--- src/rtl/step_ramp_sequencer.sv ---
// Trapezoidal step/dir pulse sequencer for a single stepper axis.
// It ramps the step period from P_max down to P_min, cruises, then ramps back to P_max.
module step_ramp_sequencer #(
  parameter int SIZE      = 8,
  parameter int COUNT_W   = 16,
  parameter int DIR_SETUP = 4
) (
  input  logic               clk_in,
  input  logic               rst_in,
  input  logic               start_in,
  input  logic               stop_in,
  input  logic               dir_in,
  input  logic [COUNT_W-1:0] steps_in,
  input  logic [SIZE-1:0]    period_max_in,
  input  logic [SIZE-1:0]    period_min_in,
  input  logic [SIZE-1:0]    accel_in,
  output logic               step_out,
  output logic               dir_out,
  output logic               busy_out,
  output logic               done_out,
  output logic [SIZE-1:0]    period_out,
  output logic [COUNT_W-1:0] remaining_out
);

  typedef enum logic [1:0] {IDLE, SETTLE, RUN, DONE} state_t;

  localparam int SET_W = (DIR_SETUP > 1) ? $clog2(DIR_SETUP) : 1;
  localparam logic [SET_W-1:0] SETTLE_LAST = SET_W'(DIR_SETUP - 1);

  state_t             state;
  state_t             state_nxt;
  logic [SET_W-1:0]   settle_cnt;
  logic [SIZE-1:0]    tick;
  logic [COUNT_W-1:0] ramp;
  logic [SIZE-1:0]    pmin_q;
  logic [SIZE-1:0]    pmax_q;
  logic [SIZE-1:0]    accel_q;

  logic [SIZE-1:0]    pmin_san;
  logic [SIZE-1:0]    pmax_san;
  logic               start_ok;
  logic               terminal;
  logic [COUNT_W-1:0] r_next;
  logic [SIZE:0]      sum;
  logic [SIZE:0]      diff;
  logic [SIZE-1:0]    per_up;
  logic [SIZE-1:0]    per_dn;

  // A zero P_min would stall the divider; P_max below P_min collapses to constant speed.
  always_comb begin
    pmin_san = (period_min_in == '0) ? SIZE'(1) : period_min_in;
    pmax_san = (period_max_in < pmin_san) ? pmin_san : period_max_in;
    start_ok = start_in && !stop_in;
    terminal = (tick == period_out - SIZE'(1));
    r_next   = remaining_out - COUNT_W'(1);
    sum      = {1'b0, period_out} + {1'b0, accel_q};
    diff     = {1'b0, period_out} - {1'b0, accel_q};
    per_up   = (sum > {1'b0, pmax_q}) ? pmax_q : sum[SIZE-1:0];
    per_dn   = (diff[SIZE] || (diff[SIZE-1:0] < pmin_q)) ? pmin_q : diff[SIZE-1:0];
  end

  always_ff @(posedge clk_in) begin
    if (rst_in) begin
      state <= IDLE;
    end else begin
      state <= state_nxt;
    end
  end

  // RUN leaves one cycle after the final pulse, so done_out trails the last step.
  always_comb begin
    state_nxt = state;
    busy_out  = 1'b0;
    done_out  = 1'b0;
    unique case (state)
      IDLE: begin
        if (start_ok) state_nxt = (steps_in == '0) ? DONE : SETTLE;
      end
      SETTLE: begin
        busy_out = 1'b1;
        if (stop_in) state_nxt = DONE;
        else if (settle_cnt == SETTLE_LAST) state_nxt = RUN;
      end
      RUN: begin
        busy_out = 1'b1;
        if (stop_in || (remaining_out == '0)) state_nxt = DONE;
      end
      DONE: begin
        done_out  = 1'b1;
        state_nxt = IDLE;
      end
      default: state_nxt = IDLE;
    endcase
  end

  always_ff @(posedge clk_in) begin
    if (rst_in) begin
      step_out      <= 1'b0;
      dir_out       <= 1'b0;
      period_out    <= '0;
      remaining_out <= '0;
      settle_cnt    <= '0;
      tick          <= '0;
      ramp          <= '0;
      pmin_q        <= '0;
      pmax_q        <= '0;
      accel_q       <= '0;
    end else begin
      step_out <= 1'b0;
      case (state)
        IDLE: begin
          if (start_ok) begin
            dir_out       <= dir_in;
            remaining_out <= steps_in;
            pmin_q        <= pmin_san;
            pmax_q        <= pmax_san;
            accel_q       <= accel_in;
            period_out    <= pmax_san;
            ramp          <= '0;
            tick          <= '0;
            settle_cnt    <= '0;
          end
        end
        SETTLE: settle_cnt <= settle_cnt + SET_W'(1);
        RUN: begin
          // Stepping is gated on staying in RUN so a stop beats a same-cycle terminal tick.
          if (state_nxt == RUN) begin
            if (terminal) begin
              step_out      <= 1'b1;
              remaining_out <= r_next;
              tick          <= '0;
              if (r_next != '0) begin
                if ((r_next <= ramp) && (ramp != '0)) begin
                  period_out <= per_up;
                  ramp       <= ramp - COUNT_W'(1);
                end else if (period_out > pmin_q) begin
                  period_out <= per_dn;
                  ramp       <= ramp + COUNT_W'(1);
                end
              end
            end else begin
              tick <= tick + SIZE'(1);
            end
          end
        end
        default: ;
      endcase
    end
  end

endmodule
--- config.mk ---
export PLATFORM = sky130hd
export DESIGN_NAME = step_ramp_sequencer
export DESIGN_NICKNAME = d
export VERILOG_FILES = /design/src/rtl/step_ramp_sequencer.sv
export SDC_FILE = /design/constraint.sdc
export NUM_CORES = 1
export LEC_CHECK = 0
export CAP_MARGIN = 5
export CORE_MARGIN = 2
export CORE_UTILIZATION = 45
export DETAILED_ROUTE_END_ITERATION = 6
export PLACE_DENSITY = 0.66
export SYNTH_ARGS = -nofsm -noshare
export SYNTH_HDL_FRONTEND = slang
export SYNTH_SLANG_ARGS = --single-unit
--- constraint.sdc ---
create_clock -name clk_in -period 7.34 [get_ports clk_in]
set_input_delay 2.202 -clock clk_in [delete_from_list [all_inputs] [get_ports clk_in]]
set_output_delay 2.202 -clock clk_in [all_outputs]
set_load 0.01 [all_outputs]
Word-level counts from Yosys, hierarchy flattened
Cells that the tools add are included.

storage, ports and cells
  output and inout port bits = 28
  latch bits = 0
  bits in registers = 78
  memories = 0
  RAM bits = 0
  bits in read-only memories = 0

cells by class
  shifts and indexed selects = 0
  order comparisons = 5
  equal/unequal tests = 11
  add/sub/neg operators = 8
  $mul = 0
  div/mod/pow operators = 0
  bitwise operators = 2
  mux-type cells = 37
  reduce and logical (&&, ||, !) cells = 20

operators by type and width
  operator                                                               number
  16-bit two-way mux                                                     9
  8-bit two-way mux                                                      13
  16-bit case mux with 2 select lines                                    2
  16-bit logical NOT                                                     2
  8-bit case mux with 2 select lines                                     2
  16-bit nonzero test                                                    2
  16-bit by 1-bit subtractor with 16-bit output (second input constant)  2
  16-bit by 1-bit adder with 16-bit output (second input constant)       1
  16-bit less-or-equal comparator                                        1
  8-bit less-than comparator                                             2
  2-bit two-way mux                                                      6
  8-bit by 8-bit adder with 9-bit output                                 1
  9-bit by 8-bit greater-than comparator with 1-bit output               1
  8-bit by 8-bit subtractor with 9-bit output                            1
  8-bit by 1-bit adder with 8-bit output (second input constant)         1
  2-bit == test (second input constant)                                  4
  8-bit == test                                                          1
  8-bit greater-than comparator                                          1
  8-bit logical NOT                                                      1
  2-bit inequality test (second input constant)                          4
  2-bit case mux with 4 select lines                                     1
  8-bit by 1-bit subtractor with 8-bit output (second input constant)    1
  6-bit AND reduction                                                    1
  2-bit case mux with 2 select lines                                     1
  other kinds (15)                                                       22

Depth between registers and ports, before layout
Gate-level depths: netlist of the first run.

  depth in word-level cells = 10
  gate-level depth with buffers = 22
  gate-level depth less buffers = 20

Worst setup path before layout of the first run
No wires, ideal clock.

  path kind = reg-to-reg
  start = register remaining_out[2]
  end = register ramp[14]
  path slack = 1486 ps
  data required time = 7208 ps
  period minus slack after synthesis = 5854 ps
  stages on the path, launching flop included = 22
  arrival time = 5722 ps
  buffers on the path = 2
  library setup time = 132 ps
  path through = dfxtp_1 buf_6 or4_4 nor4b_4 nor3b_4 xor2_2 ha_1 nand4_1 nor4_1 a21boi_0 o31a_1 clkbuf_1 inv_1 fa_1 a211oi_1 o21bai_1 a2111o_1 a2111oi_0 o31ai_1 a21oi_1 xor2_1 o41ai_2

on the way
  cells in the longest elaborated chain, start to end = 8
  elaborated cells between the ends (all ways) = 18

RTL lines
  item                                           line  source
  start, declared                                22    output logic [COUNT_W-1:0] remaining_out
  start signal, assigned                         114   remaining_out <= steps_in;
  start signal, assigned                         130   remaining_out <= r_next;
  16-bit by 1-bit subtractor with 16-bit output  55    r_next = remaining_out - COUNT_W'(1);
  16-bit less-or-equal comparator                133   if ((r_next <= ramp) && (ramp != '0)) begin
  1-bit logical AND                              133
  16-bit two-way mux                             133
  16-bit two-way mux                             132   if (r_next != '0) begin
  16-bit two-way mux                             128   if (terminal) begin
  16-bit two-way mux                             127   if (state_nxt == RUN) begin
  16-bit case mux with 2 select lines            110   case (state)
  end signal, assigned                           135   ramp <= ramp - COUNT_W'(1);
  end signal, assigned                           138   ramp <= ramp + COUNT_W'(1);
  end, declared                                  34    logic [COUNT_W-1:0] ramp;

Several ways; a longest one is shown, not always the timed one. The select of a mux whose other input is x is not followed.
A chain may end at the register's enable or synchronous reset.

Worst setup path after layout of the first run
  start = register remaining_out[6]
  end = register ramp[14]

Same word-level chain as after synthesis.

==> results.txt, run 1 <==
----------------------------------------------------
[STA]
  Fin crit share ... 91.81%
  Unrepaired setup endpoints after global routing ... false
  Highest attainable clock frequency ... 0.1484 GHz
  Time the final worst path needs with I/O delays and setup ... 6.739 ns
  Number of failing hold endpoints at the final stage ... 0
  Setup TNS ... 0 ns
  Min Hold Slack ... between 0.4 and 0.5 ns
  Relative max-transition margin ... 34.84%
  Final setup violation count ... 0
  Max Slew Vio Count ... 0
  Slew at the pin closest to its max-slew limit ... 0.9732 ns
  Final worst setup slack ... 0.6010 ns
  Post-route clock skew ... 0.008414 ns

[Power]
  Worst vdd ir ... 0.2213 mV
  Part of the power in the clock network ... 19.5%
  Power spent charging and discharging nets ... 1.209 mW
  Internal portion of total power ... 1.523 mW
  Power share of the sequential group ... 21.1%
  Switching fraction of total power ... 44.25%
  Leak pwr ... 3.159 nW
  Power Density ... 344.5 mW/mm^2
  Combinational group share of total power ... 59.5%

[Outcome]
  Run status ... finished clean

[Die]
  Chip width ... around 130 um
  Core outline area ... 0.01464 mm^2
  Total die area ... 0.01606 mm^2
  Die H ... between 100 and 150 um
  I/O pin count ... 73
  Initial standard-cell utilization of the core ... 46.29%
  Count of standard-cell rows ... 44

[Drt]
  DRC ... 0
  Antenna Violating Nets Remaining ... 0
  Routed WL per cell ... 16.23 um
  First drt pass iteration count ... 5
  First-iteration detailed-routing DRC count ... 407
  Routed vias ... between 6k and 7k
  Number of vias per cell ... 5.662
  Total wirelength of the detailed-routed design ... 17,830 um

[Global routing]
  Initial antenna violation count ... 0
  Overflow left after global routing ... 0
  Fraction of met1 tracks used by global routing ... approximately 29%
  Met3 global-route usage ... about 4%
  Grt met2 use ... about two fifths
  Global-route usage over all layers ... 22.48%
  Vias in the first global route ... 5,907
  Most used routing layer in global routing ... met2
  First-pass GRT wire length ... 29,520 um
  Largest net degree at the start of global routing ... 57

[Worst hold path]
  Depth of the worst hold-timing path ... 2
  Hold WC Path Type ... flip-flop to flip-flop

[CTS]
  Hold-fix buffer count after cts ... 0
  Buffer count from post-CTS setup fixing ... 0
  Post-CTS clock slew at the launch and capture registers of the worst setup and hold paths ... 0.06 ns
  Number of sinks on the clock net ... 78
  Number of buffers added by the clock tree synthesis step ... 9
  CTS tree ... built
  CTS Root Buffer Type ... sky130_fd_sc_hd__clkbuf_16
  Largest buffer count on any clock path ... 2
  Depth of the CTS H-tree ... 3
  Clock latency of the later-clocked register in the worst-skew pair ... about 0.35 ns
  Post_cts resized ... 0

[Finish]
  Leading cell type in the layout, fill and taps excluded ... sky130_fd_sc_hd__nand2_1
  Net count reported at finish ... ~1.0k
  Layout cell share with drive strength beyond 1 ... 5.246%
  Most frequent cells in the layout ... 98 x sky130_fd_sc_hd__nand2_1, 86 x sky130_fd_sc_hd__ha_1, 78 x sky130_fd_sc_hd__dfxtp_1
  Count of non-filler cells in the finished layout ... 1,099
  Post-layout util ... 54.17%
  P&R area growth vs syn ... 17.02%
  Count of antenna diodes in the layout ... 0

[Logic synthesis]
  Nets in the synthesized netlist ... 996
  Fraction of registers with async set/reset ... 0%
  Yosys warning total ... 0
  Total standard cell area after synthesis ... 0.006779 mm^2
  Cell types occupying the most area after synthesis ... sky130_fd_sc_hd__dfxtp_1 23%, sky130_fd_sc_hd__ha_1 16%, sky130_fd_sc_hd__nand2_1 5.4%
  Synth Flop Type ... sky130_fd_sc_hd__dfxtp_1
  Synthesized instance count ... 862
  Post-synth cell types ... 74
  Number of synthesized flops with an enable pin ... 0
  Post-synth top area cell ... sky130_fd_sc_hd__dfxtp_1
  Synth Register Bits ... 78
  Sequential share of the synthesized area ... a little under a quarter
  Average instance area after synthesis ... slightly below 8 um^2
  Top cell type's share of synthesized area ... 23.03%

[Critical path]
  Signal arrival time at the worst endpoint ... 6.95 ns
  Worst setup EP type ... flip-flop
  WP data required ... 7.55 ns
  Logic depth of the worst register-to-register path ... 19
  Kind of critical path ... flip-flop to flip-flop
  Largest fanout on the critical path ... 16
  Element type at the critical path start ... flip-flop

[Flow run]
  Max-capacitance violation count ... 0

[Placed design]
  Estimated wirelength of the detail-placed design ... 13,520 um
  Final weighted congestion of routability-driven global placement ... 0.9299
  PortBufs ... 72
  Number of cells after detailed placement ... 1,083
  Pre-CTS WS ... between 0.6 and 0.7 ns

----------------------------------------------------
[cell usage after synthesis (4+ instances only)]
library cell                instances
sky130_fd_sc_hd__mux2_2             6
sky130_fd_sc_hd__a2111oi_0          4
sky130_fd_sc_hd__dfxtp_1           78
sky130_fd_sc_hd__buf_2              5
sky130_fd_sc_hd__o21ai_0           34
sky130_fd_sc_hd__ha_1              86
sky130_fd_sc_hd__clkbuf_1          31
sky130_fd_sc_hd__a32o_1             4
sky130_fd_sc_hd__nand3_1           18
sky130_fd_sc_hd__nor4_1            16
sky130_fd_sc_hd__nand4_1           18
sky130_fd_sc_hd__a21oi_1           71
sky130_fd_sc_hd__nor2_1            66
sky130_fd_sc_hd__nor3_1            12
sky130_fd_sc_hd__nand2_1           98
sky130_fd_sc_hd__inv_1             73
sky130_fd_sc_hd__or2_2              7
sky130_fd_sc_hd__mux2i_1           19
sky130_fd_sc_hd__o31ai_1            5
sky130_fd_sc_hd__nor2b_1           15
sky130_fd_sc_hd__xnor2_1           24
sky130_fd_sc_hd__a211o_1            7
sky130_fd_sc_hd__nand2b_1           7
sky130_fd_sc_hd__xor2_1            25
sky130_fd_sc_hd__or3_1              7
sky130_fd_sc_hd__o21a_1             9
sky130_fd_sc_hd__a22oi_1            5
sky130_fd_sc_hd__a211oi_1          15
sky130_fd_sc_hd__o211ai_1          17
sky130_fd_sc_hd__o21bai_1           5
sky130_fd_sc_hd__and3_1             4
[flip-flops by register name, summed over array words and instances, names as in the netlist]
signal,flops
tick,8
state,2
ramp,16
settle_cnt,2
pmax_q,8
step_out,1
dir_out,1
remaining_out,16
accel_q,8
period_out,8
pmin_q,8
[power by group through the flow]
stage	Combinational (mW)	Sequential, mW	Clock, mW
after floorplan	1.23	0.565	0
after global placement	1.59	0.584	0
after detailed placement	1.61	0.585	0
after CTS	1.62	0.576	0.538
after global routing	1.82	0.587	0.555
final	1.62	0.577	0.532
[stage by stage]
stage,power (mW),cell area [um^2]
after detailed placement,2.197,7584
after CTS,2.736,7933
after global routing,2.966,7933
after global placement,2.177,7584
final,2.733,7933
after floorplan,1.797,6779
[area by class of cell]
cell class              count  area [um^2]
fillers                  1427         6711
inverters                  74        277.8
clock inverters             5        106.4
multi-input cells         670         4761
clock buffers              11        242.7
well taps                 184        230.2
repair buffers             77        753.2
flip-flops and latches     78         1562
[worst paths after layout]
check / from / endpoint / slack [ns]
setup reg to reg: remaining_out[6] / ramp[14] / 0.60
setup / recovery: remaining_out[6] / ramp[14] / 0.60
hold reg to reg: dir_out / dir_out / 0.46
hold / removal: dir_out / dir_out / 0.46
[kinds of logic (layout without fill, tap and decap cells)]
family / after synthesis / in the layout / synth area share (%)
AO/OA/AOI/OAI: 216 / 216 / 21.76
adder cells (fa/ha/maj): 89 / 89 / 16.76
buffers and inverters: 114 / 167 / 6.737
flip-flops: 78 / 78 / 23.03
multiplexers: 25 / 25 / 3.802
AND/OR/NAND/NOR: 290 / 290 / 21.34
XOR/XNOR: 50 / 50 / 6.571
[routing by layer]
metal	vias to the layer above	part of all wire, %
li1	3190	-
met1	2883	47
met2	127	48
met3	22	3.8
met4	0	1.6
met5	-	0
[critical path, cell delays in order, from the launching register on]
cell and delay [ns]:
sky130_fd_sc_hd__dfxtp_1 0.37, sky130_fd_sc_hd__nor4_1 0.67, sky130_fd_sc_hd__nor4b_4 0.41, sky130_fd_sc_hd__nor3b_4 0.27, sky130_fd_sc_hd__xor2_2 0.12, sky130_fd_sc_hd__ha_1 0.31, sky130_fd_sc_hd__nand4_1 0.15, sky130_fd_sc_hd__nor4_1 0.41
sky130_fd_sc_hd__a21boi_0 0.25, sky130_fd_sc_hd__o31a_1 0.50, sky130_fd_sc_hd__inv_1 0.45, sky130_fd_sc_hd__fa_1 0.54, sky130_fd_sc_hd__a211oi_1 0.32, sky130_fd_sc_hd__o21bai_1 0.16, sky130_fd_sc_hd__a2111o_1 0.45, sky130_fd_sc_hd__a2111oi_0 0.62
sky130_fd_sc_hd__o31ai_1 0.15, sky130_fd_sc_hd__a21oi_1 0.20, sky130_fd_sc_hd__xor2_1 0.20, sky130_fd_sc_hd__o41ai_2 0.08
(Power assumes the default switching activity.)
==> run 2, diff against run 1 <==
- CORE_UTILIZATION: 45 -> 58
- PLACE_DENSITY: 0.66 -> 0.82
==> results.txt, run 2 (synthesized netlist as in run 1, its figures left out) <==
----------------------------------------------------
[STA]
  Time the final worst path needs with I/O delays and setup ... 6.783 ns
  Max Slew Vio Count ... 0
  Fin crit share ... 92.42%
  Setup TNS ... 0 ns
  Number of failing hold endpoints at the final stage ... 0
  Unrepaired setup endpoints after global routing ... false
  Slew at the pin closest to its max-slew limit ... 1.032 ns
  Final setup violation count ... 0
  Highest attainable clock frequency ... roughly 0.15 GHz
  Relative max-transition margin ... a little under a third
  Post-route clock skew ... 0.008349 ns

[Drt]
  Routed vias ... about 6.4k
  Antenna Violating Nets Remaining ... 0
  First-iteration detailed-routing DRC count ... ~470
  Total wirelength of the detailed-routed design ... 17,370 um
  DRC ... 0
  First drt pass iteration count ... 7
  Routed WL per cell ... 16.44 um
  Number of vias per cell ... 6.087

[Critical path]
  Largest stage delay on the critical path ... 0.73 ns
  Slowest cell on the critical path ... sky130_fd_sc_hd__nor4_1
  Category of cells accounting for the largest share of critical-path delay ... compound AO/OA/AOI/OAI gates
  Signal arrival time at the worst endpoint ... 6.98 ns
  Most frequent CP cell ... sky130_fd_sc_hd__nor4_1
  Kind of critical path ... flip-flop to flip-flop
  WP data required ... 7.54 ns
  Worst setup EP type ... flip-flop
  Element type at the critical path start ... flip-flop
  Cell-by-cell trace of the critical path ... nor4_1 -> nor4b_4 -> nor3b_4 -> xor2_2 -> ha_1 -> nand4_1 -> nor4_1 -> a21boi_0 -> o31a_1 -> inv_1 -> fa_1 -> a211oi_1 -> o21bai_1 -> a2111o_1 -> a2111oi_0 -> o31ai_1 -> a21oi_1 -> xor2_1 -> o41ai_2
  Largest fanout on the critical path ... 16
  WP buf/inv ... 1

[CTS]
  Buffer count from post-CTS setup fixing ... 0
  Hold-fix buffer count after cts ... 0
  CTS Root Buffer Type ... sky130_fd_sc_hd__clkbuf_16
  Clock latency of the later-clocked register in the worst-skew pair ... around 0.34 ns
  Depth of the CTS H-tree ... 3
  Number of sinks on the clock net ... 78
  CTS tree ... built
  Post-CTS clock slew at the launch and capture registers of the worst setup and hold paths ... 0.06 ns
  Number of buffers added by the clock tree synthesis step ... 9
  Post_cts resized ... 0
  Largest buffer count on any clock path ... 2

[Finish]
  Combined flip-flop and latch cell area ... 0.001562 mm^2
  Most frequent cells in the layout ... 98 x sky130_fd_sc_hd__nand2_1, 86 x sky130_fd_sc_hd__ha_1, 78 x sky130_fd_sc_hd__dfxtp_1
  Count of non-filler cells in the finished layout ... 1,057
  P&R area growth vs syn ... 15.41%
  Area used by multi-input combinational logic ... between 0.004 and 0.005 mm^2
  Number of filler cells placed in the layout ... 986
  Net count reported at finish ... around 1.0k
  Count of antenna diodes in the layout ... 0
  Largest registers ... ramp: 16 flops, remaining_out: 16 flops
  Post-layout util ... 68.52%
  Layout cell share with drive strength beyond 1 ... 5.252%
  Leading cell type in the layout, fill and taps excluded ... sky130_fd_sc_hd__nand2_1

[Outcome]
  Run status ... finished clean

[Power]
  Worst vdd ir ... 0.2603 mV
  Power Density ... 341.3 mW/mm^2
  Leak pwr ... 3.134 nW

[Die]
  Initial standard-cell utilization of the core ... slightly below 60%
  I/O pin count ... 73
  Chip width ... approximately 110 um
  Count of standard-cell rows ... 39
  Die H ... 112.1 um
  Total die area ... 0.01257 mm^2
  Core outline area ... 0.01142 mm^2

[Placed design]
  Final weighted congestion of routability-driven global placement ... between 0.9 and 1
  Estimated wirelength of the detail-placed design ... roughly 13,000 um
  Number of cells after detailed placement ... roughly 1.0k
  PortBufs ... between 70 and 80

[Global routing]
  Global-route usage over all layers ... 27.65%
  Overflow left after global routing ... 0
  Vias in the first global route ... 6,134
  Largest net degree at the start of global routing ... 46
  Initial antenna violation count ... 0
  First-pass GRT wire length ... 29,070 um

[Worst hold path]
  Hold WC Path Type ... flip-flop to flip-flop

[Flow run]
  Max-capacitance violation count ... 0

----------------------------------------------------
run 2: changes by cell type in the layout (fill, tap and decap cells not counted), sizes merged:
| cell | change |
|---|---|
| clkinv | +3 |
| inv | +1 |
| clkbuf | -2 |
| buf | -1 |
| bufinv | -2 |
run 2: worst paths after layout:
path | end | depth (start not counted) | slack [ns] | from
worst max-delay path | ramp[14] | 19 | 0.56 | remaining_out[6]
worst min-delay path | dir_out | 2 | 0.46 | dir_out
worst max register to register | ramp[14] | 19 | 0.56 | remaining_out[6]
worst min register to register | dir_out | 2 | 0.46 | dir_out
run 2: area by class of cell:
type	count	share of cell area, %
inverter	74	3.550
tap	143	2.287
timing repair buffer	76	9.531
sequential	78	19.96
multi-input combinational	670	60.85
clock buffer	9	2.879
clock inverter	7	0.9435
run 2: worst min-delay path: stages (launching register included):
cell	delay (ns)
sky130_fd_sc_hd__dfxtp_1	0.31
sky130_fd_sc_hd__nand2_1	0.05
sky130_fd_sc_hd__a21oi_1	0.05
run 2: per-stage QoR:
| step | total power, mW | area (um^2) | worst slack, ns | hold slack, ns |
|---|---|---|---|---|
| final | 2.670 | 7824 | 0.5566 | 0.4623 |
| after global placement | 2.140 | 7525 | 1.004 | 0.4473 |
| after global routing | 2.885 | 7824 | 0.05401 | 0.4813 |
| after CTS | 2.653 | 7824 | 0.6419 | 0.4617 |
| after detailed placement | 2.179 | 7525 | 0.6443 | 0.4519 |
| after floorplan | 1.797 | 6779 | 1.486 | 0.4363 |
run 2: power by group:
part / internal, mW / switching [mW]
registers: 0.480 / 0.0935
clock network: 0.264 / 0.187
logic: 0.699 / 0.946
total: 1.44 / 1.23
run 2: metal layers:
layer	part of all wire [%]	vias to the layer above	wire length, um	GRT usage, %
met5	0	-	0	0
met1	42	2977	7344	34.65
met2	49	240	8457	47.71
met4	2.6	0	450	10.24
met3	6.5	47	1121	4.806
li1	-	3170	-	-
